==> src/rtl/bist_pkg.sv <==
// Shared types and constants for the 4-bit BIST controller.
// Covers FSM states, datapath width and the x^4+x^3+1 feedback taps.
package bist_pkg;

  localparam int WIDTH = 4;

  localparam logic [WIDTH-1:0] TAPS = 4'b1100;

  localparam int CNT_W = 16;

  typedef enum logic [2:0] {
    IDLE,
    INIT,
    RUN,
    CHECK,
    DONE
  } state_e;

endpackage

==> src/rtl/bist_lfsr4.sv <==
// 4-bit shift/feedback register with load, enable and parallel XOR.
// Serves as TPG (par_i tied low) or as MISR (par_i = CUT response).
module bist_lfsr4
  import bist_pkg::*;
#(
  parameter logic [WIDTH-1:0] RST_VAL = '0
) (
  input  logic             clk,
  input  logic             rst_n,
  input  logic             load_i,
  input  logic [WIDTH-1:0] load_val_i,
  input  logic             en_i,
  input  logic [WIDTH-1:0] par_i,
  output logic [WIDTH-1:0] q_o
);

  logic [WIDTH-1:0] q_q;
  logic [WIDTH-1:0] q_d;
  logic             fb;

  assign fb = ^(q_q & TAPS);

  always_comb begin
    q_d = q_q;
    if (load_i) begin
      q_d = load_val_i;
    end else if (en_i) begin
      q_d = {q_q[WIDTH-2:0], fb} ^ par_i;
    end
  end

  always_ff @(posedge clk or negedge rst_n) begin
    if (!rst_n) begin
      q_q <= RST_VAL;
    end else begin
      q_q <= q_d;
    end
  end

  assign q_o = q_q;

endmodule

==> src/rtl/bist_controller.sv <==
// BIST sequencer for the CUT input mux: drives the TPG,
// compacts responses in a MISR and reports done/pass.
module bist_controller
  import bist_pkg::*;
#(
  parameter int               NUM_PATTERNS = 15,
  parameter logic [WIDTH-1:0] LFSR_SEED    = 4'b0001,
  parameter logic [WIDTH-1:0] GOLDEN_SIG   = 4'h0
) (
  input  logic             clk,
  input  logic             rst_n,
  input  logic             start,
  input  logic             abort,
  input  logic [WIDTH-1:0] cut_resp,
  output logic             test_mode,
  output logic [WIDTH-1:0] test_pattern,
  output logic             busy,
  output logic             done,
  output logic             pass,
  output logic [WIDTH-1:0] signature
);

  localparam logic [CNT_W-1:0] LAST = CNT_W'(NUM_PATTERNS - 1);

  state_e           state_q;
  logic [CNT_W-1:0] cnt_q;
  logic             mode_q;
  logic             busy_q;
  logic             done_q;
  logic             pass_q;

  logic             idle_or_done;
  logic             in_run_phase;
  logic             launch;
  logic             run_en;
  logic [WIDTH-1:0] misr;

  assign idle_or_done = (state_q == IDLE) || (state_q == DONE);
  assign in_run_phase = (state_q == INIT) || (state_q == RUN)
                     || (state_q == CHECK);

  // Both registers are (re)loaded on the very edge that enters INIT.
  assign launch = idle_or_done && start && !abort;
  assign run_en = (state_q == RUN) && !abort;

  bist_lfsr4 #(
    .RST_VAL(LFSR_SEED)
  ) u_tpg (
    .clk       (clk),
    .rst_n     (rst_n),
    .load_i    (launch),
    .load_val_i(LFSR_SEED),
    .en_i      (run_en),
    .par_i     ('0),
    .q_o       (test_pattern)
  );

  bist_lfsr4 #(
    .RST_VAL('0)
  ) u_misr (
    .clk       (clk),
    .rst_n     (rst_n),
    .load_i    (launch),
    .load_val_i('0),
    .en_i      (run_en),
    .par_i     (cut_resp),
    .q_o       (misr)
  );

  always_ff @(posedge clk or negedge rst_n) begin
    if (!rst_n) begin
      state_q <= IDLE;
      cnt_q   <= '0;
      mode_q  <= 1'b0;
      busy_q  <= 1'b0;
      done_q  <= 1'b0;
      pass_q  <= 1'b0;
    end else if (abort && in_run_phase) begin
      state_q <= IDLE;
      mode_q  <= 1'b0;
      busy_q  <= 1'b0;
      done_q  <= 1'b0;
      pass_q  <= 1'b0;
    end else begin
      unique case (state_q)
        IDLE, DONE: begin
          if (launch) begin
            state_q <= INIT;
            cnt_q   <= '0;
            mode_q  <= 1'b1;
            busy_q  <= 1'b1;
            done_q  <= 1'b0;
            pass_q  <= 1'b0;
          end
        end
        INIT: begin
          state_q <= RUN;
        end
        RUN: begin
          cnt_q <= cnt_q + 1'b1;
          if (cnt_q == LAST) begin
            state_q <= CHECK;
            mode_q  <= 1'b0;
          end
        end
        CHECK: begin
          state_q <= DONE;
          busy_q  <= 1'b0;
          done_q  <= 1'b1;
          pass_q  <= (misr == GOLDEN_SIG);
        end
        default: begin
          state_q <= IDLE;
          mode_q  <= 1'b0;
          busy_q  <= 1'b0;
          done_q  <= 1'b0;
          pass_q  <= 1'b0;
        end
      endcase
    end
  end

  assign test_mode = mode_q;
  assign busy      = busy_q;
  assign done      = done_q;
  assign pass      = pass_q;
  assign signature = misr;

endmodule

==> config.mk <==
export PLATFORM = sky130hd
export DESIGN_NAME = bist_controller
export DESIGN_NICKNAME = d
export VERILOG_FILES = /design/src/rtl/bist_pkg.sv /design/src/rtl/bist_lfsr4.sv /design/src/rtl/bist_controller.sv
export SDC_FILE = /design/constraint.sdc
export NUM_CORES = 1
export LEC_CHECK = 0
export BUFFER_PORTS_ARGS = -buffer_cell sky130_fd_sc_hd__buf_2
export CAP_MARGIN = 20
export CORE_MARGIN = 3
export CORE_UTILIZATION = 45
export DETAILED_ROUTE_END_ITERATION = 16
export PLACE_DENSITY = 0.6
export SLEW_MARGIN = 20
export SYNTH_ARGS = -nofsm -noshare
export SYNTH_HDL_FRONTEND = slang
export SYNTH_SLANG_ARGS = --single-unit
==> constraint.sdc <==
create_clock -name clk -period 2.95 [get_ports clk]
set_input_delay 0.295 -clock clk [delete_from_list [all_inputs] [get_ports clk]]
set_output_delay 0.295 -clock clk [all_outputs]
set_load 0.05 [all_outputs]
* Yosys cells after proc, flatten, opt, wreduce, memory -nomap -nowiden *
Cells that the tools add are included.

operators by class
  bitwise operators = 2
  eq/ne operators = 10
  muxes and demuxes = 21
  add/subtract/negate cells = 1
  reduce and logical (&&, ||, !) cells = 21

operators by type and width
  cell                   count
  $pmux 16 s2            1
  $add 16x1->16 const B  1
  $eq 16x4->1 const B    1
  $mux 16                1
  $mux 4                 4
  $pmux 3 s4             1
  $mux 3                 3
  $pmux 1 s3             3
  $reduce_xor 4->1       2
  $mux 1                 7
  $eq 3x2->1 const B     2
  $reduce_and 3->1       2
  $reduce_or 2->1        3
  $logic_and 1x1->1      4
  $logic_not 4->1        1
  $ne 2x1->1 const B     2
  $reduce_and 2->1       2
  $reduce_bool 2->1      2
  $xor 4x4->4            1
  $eq 3x1->1 const B     1
  $eq 3x3->1 const B     1
  $logic_not 3->1        1
  $logic_or 1x1->1       3
  $ne 3x1->1 const B     1
  other kinds (5)        5

storage, ports and cells
  bits of input ports = 8
  logic and storage cells = 63
  bits in registers = 31

* Logic depth before layout (Yosys ltp) *
  depth in word-level cells = 7
  mapped depth = 7
  gate-level depth less buffers = 5

* Modules after synthesis *
From an unflattened synthesis, not the netlist that was laid out.

unflattened totals
  cells, all modules = 185
  area total of the unflattened synthesis = 1761.7 µm²

modules (own cells, without submodules)
  module                area an instance (µm²)  times used  cells each
  bist_controller       1277.5                  1           135
  bist_lfsr4 at u_tpg   242.7                   1           25
  bist_lfsr4 at u_misr  241.5                   1           25

* Worst setup path after synthesis *
OpenSTA, ideal clock, no wires.

  path type = register to register
  from = reg state_q[0]
  to = reg cnt_q[13]
  required time = 2.872 ns
  period minus slack after synthesis = 2.129 ns
  arrival time = 2.051 ns
  path buffers = 2
  path slack = 0.821 ns
  cell stages (with the launch flop) = 7
  cells stage by stage = dfrtp_1 buf_6 or4b_4 buf_6 a2111o_1 or3_1 a21oi_1

on the way
  cells in the longest elaborated chain, start to end = 6
  elaborated cells on any way between the ends = 17
  classes of those cells = 5 x eq/ne; 1 x mux; 1 x bitwise; 10 x reduce/logical

ends and longest elaborated chain
  element                                                   RTL line                                      text
  start, declared                                           bist_controller.sv:25                         state_e state_q;
  start signal, assigned                                    bist_controller.sv:72                         state_q <= IDLE;
  start signal, assigned                                    bist_controller.sv:79                         state_q <= IDLE;
  start signal, assigned                                    bist_controller.sv:88                         state_q <= INIT;
  $eq 3x3->1, or another cell as far along                  bist_controller.sv:38, bist_controller.sv:85
  $logic_or 1x1->1 (on tied branches)                       bist_controller.sv:38, bist_controller.sv:39
  $logic_and 1x1->1 or $logic_or 1x1->1 (tied branches)     bist_controller.sv:43, bist_controller.sv:40
  $logic_and 1x1->1 (on tied branches)                      bist_controller.sv:43, bist_controller.sv:78
  $ne 2x2->1 (no source line) or $not 1->1 (tied branches)  -
  $reduce_and 3->1 (no source line)                         -
  end signal, assigned                                      bist_controller.sv:100                        cnt_q <= cnt_q + 1'b1;
  end, declared                                             bist_controller.sv:26                         logic [CNT_W-1:0] cnt_q;

Several ways; a longest one is shown, not always the timed one.
A chain may end at the register's enable or synchronous reset.

* Worst setup path after layout *
  from = reg state_q[0]
  to = reg cnt_q[14]

The elaborated chain is that of the path after synthesis.

==> summary.txt <==
Vias in the first global route: 1,192
Leak: 0.797 nW
CP max FO: 14
Initial Util: 47.2%
# IOs: 20
Routed vias/inst: 5.58
Nets: 192
Failing checks: hold timing
Clock slew at reported path FFs: 100 ps
CTS sink count: 31
Worst setup path class: register to register
RSZ-0062 raised after global routing: no
Clk pwr share: 18.1%
Via Count: 1,272
Port bufs: 19
Synth Cell Area: 1600 um^2
Sw frac: 43.5%
Die area: 4310 um^2
Crit path DAT: 2680 ps
Share of cells above drive strength 1: 19.2%
TritonCTS clock tree: built
Routed WL per cell: 14.8 um
First-pass GRT wire length: 5710 um
Fin. Hold Viols: 21
CTS Root Cell: clkbuf_4
Peak supply drop: 285 uV
Row count: 21
Chip Height: 65.6 um
Area Growth Syn to Fin: 11.8%
Worst path cell trace: or4b_1, a2111o_1, or3_1, a21oi_1
Fin crit share: 82.2%
Initial antenna violation count: 0
Top_reg_cell synth: dfrtp_1
Count leader, synth: dfrtp_1
Async set-reset flop share out of synthesis: 100%
Setup bufs post-CTS: 0
Worst skew pair latency: 350 ps
Clock Skew: 18.8 ps
Crit path launch type: register
# fillers: 320
Largest net degree at the start of global routing: 32
Data required, critical path: 3210 ps
Final std cells w/o fill: 228
# diodes: 0
Final Max Tran Viols: 0
Hold Buf Count CTS: 0
GRT Total Usage: 17.9%
Ys Warns: 0
Max stage delay on crit path: 810 ps
GR Overflow Total: 0
Max clock buf depth: 2
Htree depth: 2
Drt first-iter violations: 38
Slowest cell on crit path: or4b_1
CTS Buf Count: 5
GPL Wtd Cong: 0.823
Final worst path period need: 2420 ps
Placed insts: 220
Die X: 65.6 um
Post-synth EDFFs: 0
Mean Syn Cell Area: 9.94 um^2
Core area: 3390 um^2
Worst-Margin Slew: 683 ps
Top cell type's share of synthesized area: 46.9%
Highest clock rate: 412 MHz
Switching power: 0.622 mW
DRT Wirelength: 3380 um
Post-synthesis cell count: 161
# Max-Cap Violations: 0
Worst Reg-to-Reg Cells: 4
Syn Nets: 172
Cell variety after synth: 41
First-pass DRT Iterations: 4
Resized cells post-CTS: 0
Largest cells by area after synthesis: dfrtp_1 47%, o21ai_0 4.4%, xnor2_1 4.4%, nand2_1 3.0%, nor2_1 3.0%
Total Neg Setup Slack: 0 ps
FF+latch area: 777 um^2
Rel. slew slack: 54.3%
CP Capture Type: register
Commonest cells post-synth: 30 x dfrtp_1, 14 x o21ai_0, 13 x nand2_1, 13 x nor2_1
Drc violations: 0
Sequential Power Share: 42.1%
Sequential fraction of the synthesis area: 48.6%
Outcome: finished, violations left
Cell taking the most area after synthesis: dfrtp_1
Comb pwr share: 39.8%
Pint: 0.807 mW
Hold WS: -17.5 ps
Cell Pwr Density: 799 nW/um^2
DP HPWL: 2410 um
Number of synthesized register bits: 31
Multi-input gate area: 754 um^2
Hold Crit Class: input port to asynchronous set/reset pin
Setup violators final: 0
Antenna Nets Post-Route: 0
worst max-delay path, delay by kind of cell (launching register included):
| family | cells | cell delay, ps |
|---|---|---|
| flops | 1 | 510 |
| simple gates | 2 | 1140 |
| compound gates | 2 | 680 |
layout make-up:
cell class,count,area share (%)
clock buffers,7,3.08
clock inverters,1,0.280
inverters,6,1.26
multi-input cells,115,42.2
flip-flops and latches,31,43.4
well taps,46,3.22
repair buffers,22,6.57
power groups by stage:
stage                     Combinational, mW  Sequential [mW]  Clock, mW
final                                 0.570            0.602      0.258
after detailed placement              0.578            0.611          0
after global placement                0.568            0.602          0
after global routing                  0.621            0.618      0.290
after floorplan                       0.287            0.767          0
after CTS                             0.579            0.603      0.271
stage by stage:
step                setup WS [ps]  total power, mW  cell area (um^2)  utilization (%)
floorplan                     821             1.05              1600                -
global placement              629             1.17              1730             51.0
detailed placement            549             1.19              1730             51.0
CTS                           516             1.45              1790             52.8
global route                  411             1.53              1790             52.8
finish                        525             1.43              1790             52.8
sequential cells by signal, indices dropped and copies added, names as in the netlist:
signal,flops
state_q,3
done,1
pass,1
test_mode,1
busy,1
cnt_q,16
u_misr.q_o,4
u_tpg.q_o,4
kinds of logic (layout without fill, tap and decap cells):
logic type               Yosys count  count (layout)  share of synthesized area [%]
AND/OR/NAND/NOR                   56              56                           19.3
buffers and inverters             15              36                           4.69
AO/OA/AOI/OAI                     43              43                           17.8
multiplexers                       1               1                          0.626
flip-flops                        31              31                           48.6
XOR/XNOR                          11              11                           6.02
adder cells (fa/ha/maj)            4               4                           2.97
metal layers:
metal  share of wire (%)  track usage (%)
met5                   0                0
met4                 1.9             7.77
met3                 4.6             5.64
met2                  48             27.5
met1                  46             23.1
final timing paths:
path / startpoint / end / slack [ps]
worst max-delay path: state_q[0] / cnt_q[14] / 530
worst min-delay path: rst_n / cnt_q[13] / -20
worst max register to register: state_q[0] / cnt_q[14] / 530
worst min register to register: pass / pass / 510
max in group asynchronous: rst_n / cnt_q[10] / 2510
min in group clk: abort / state_q[1] / 260
cell usage in the layout, fill, tap and decap left out, drive strengths merged, types with 2 or more instances in the layout:
master	instances
nor2	13
ha	3
xnor2	8
a21oi	8
nand4	2
a2111o	2
a211oi	5
nor4b	4
dfrtp	30
buf	22
or4b	2
a22o	4
nand2	13
or3	5
xor2	3
o21ai	14
nor3	3
nand3	7
a21o	3
inv	6
clkbuf	7
nor4	2
(Power assumes the default switching activity.)
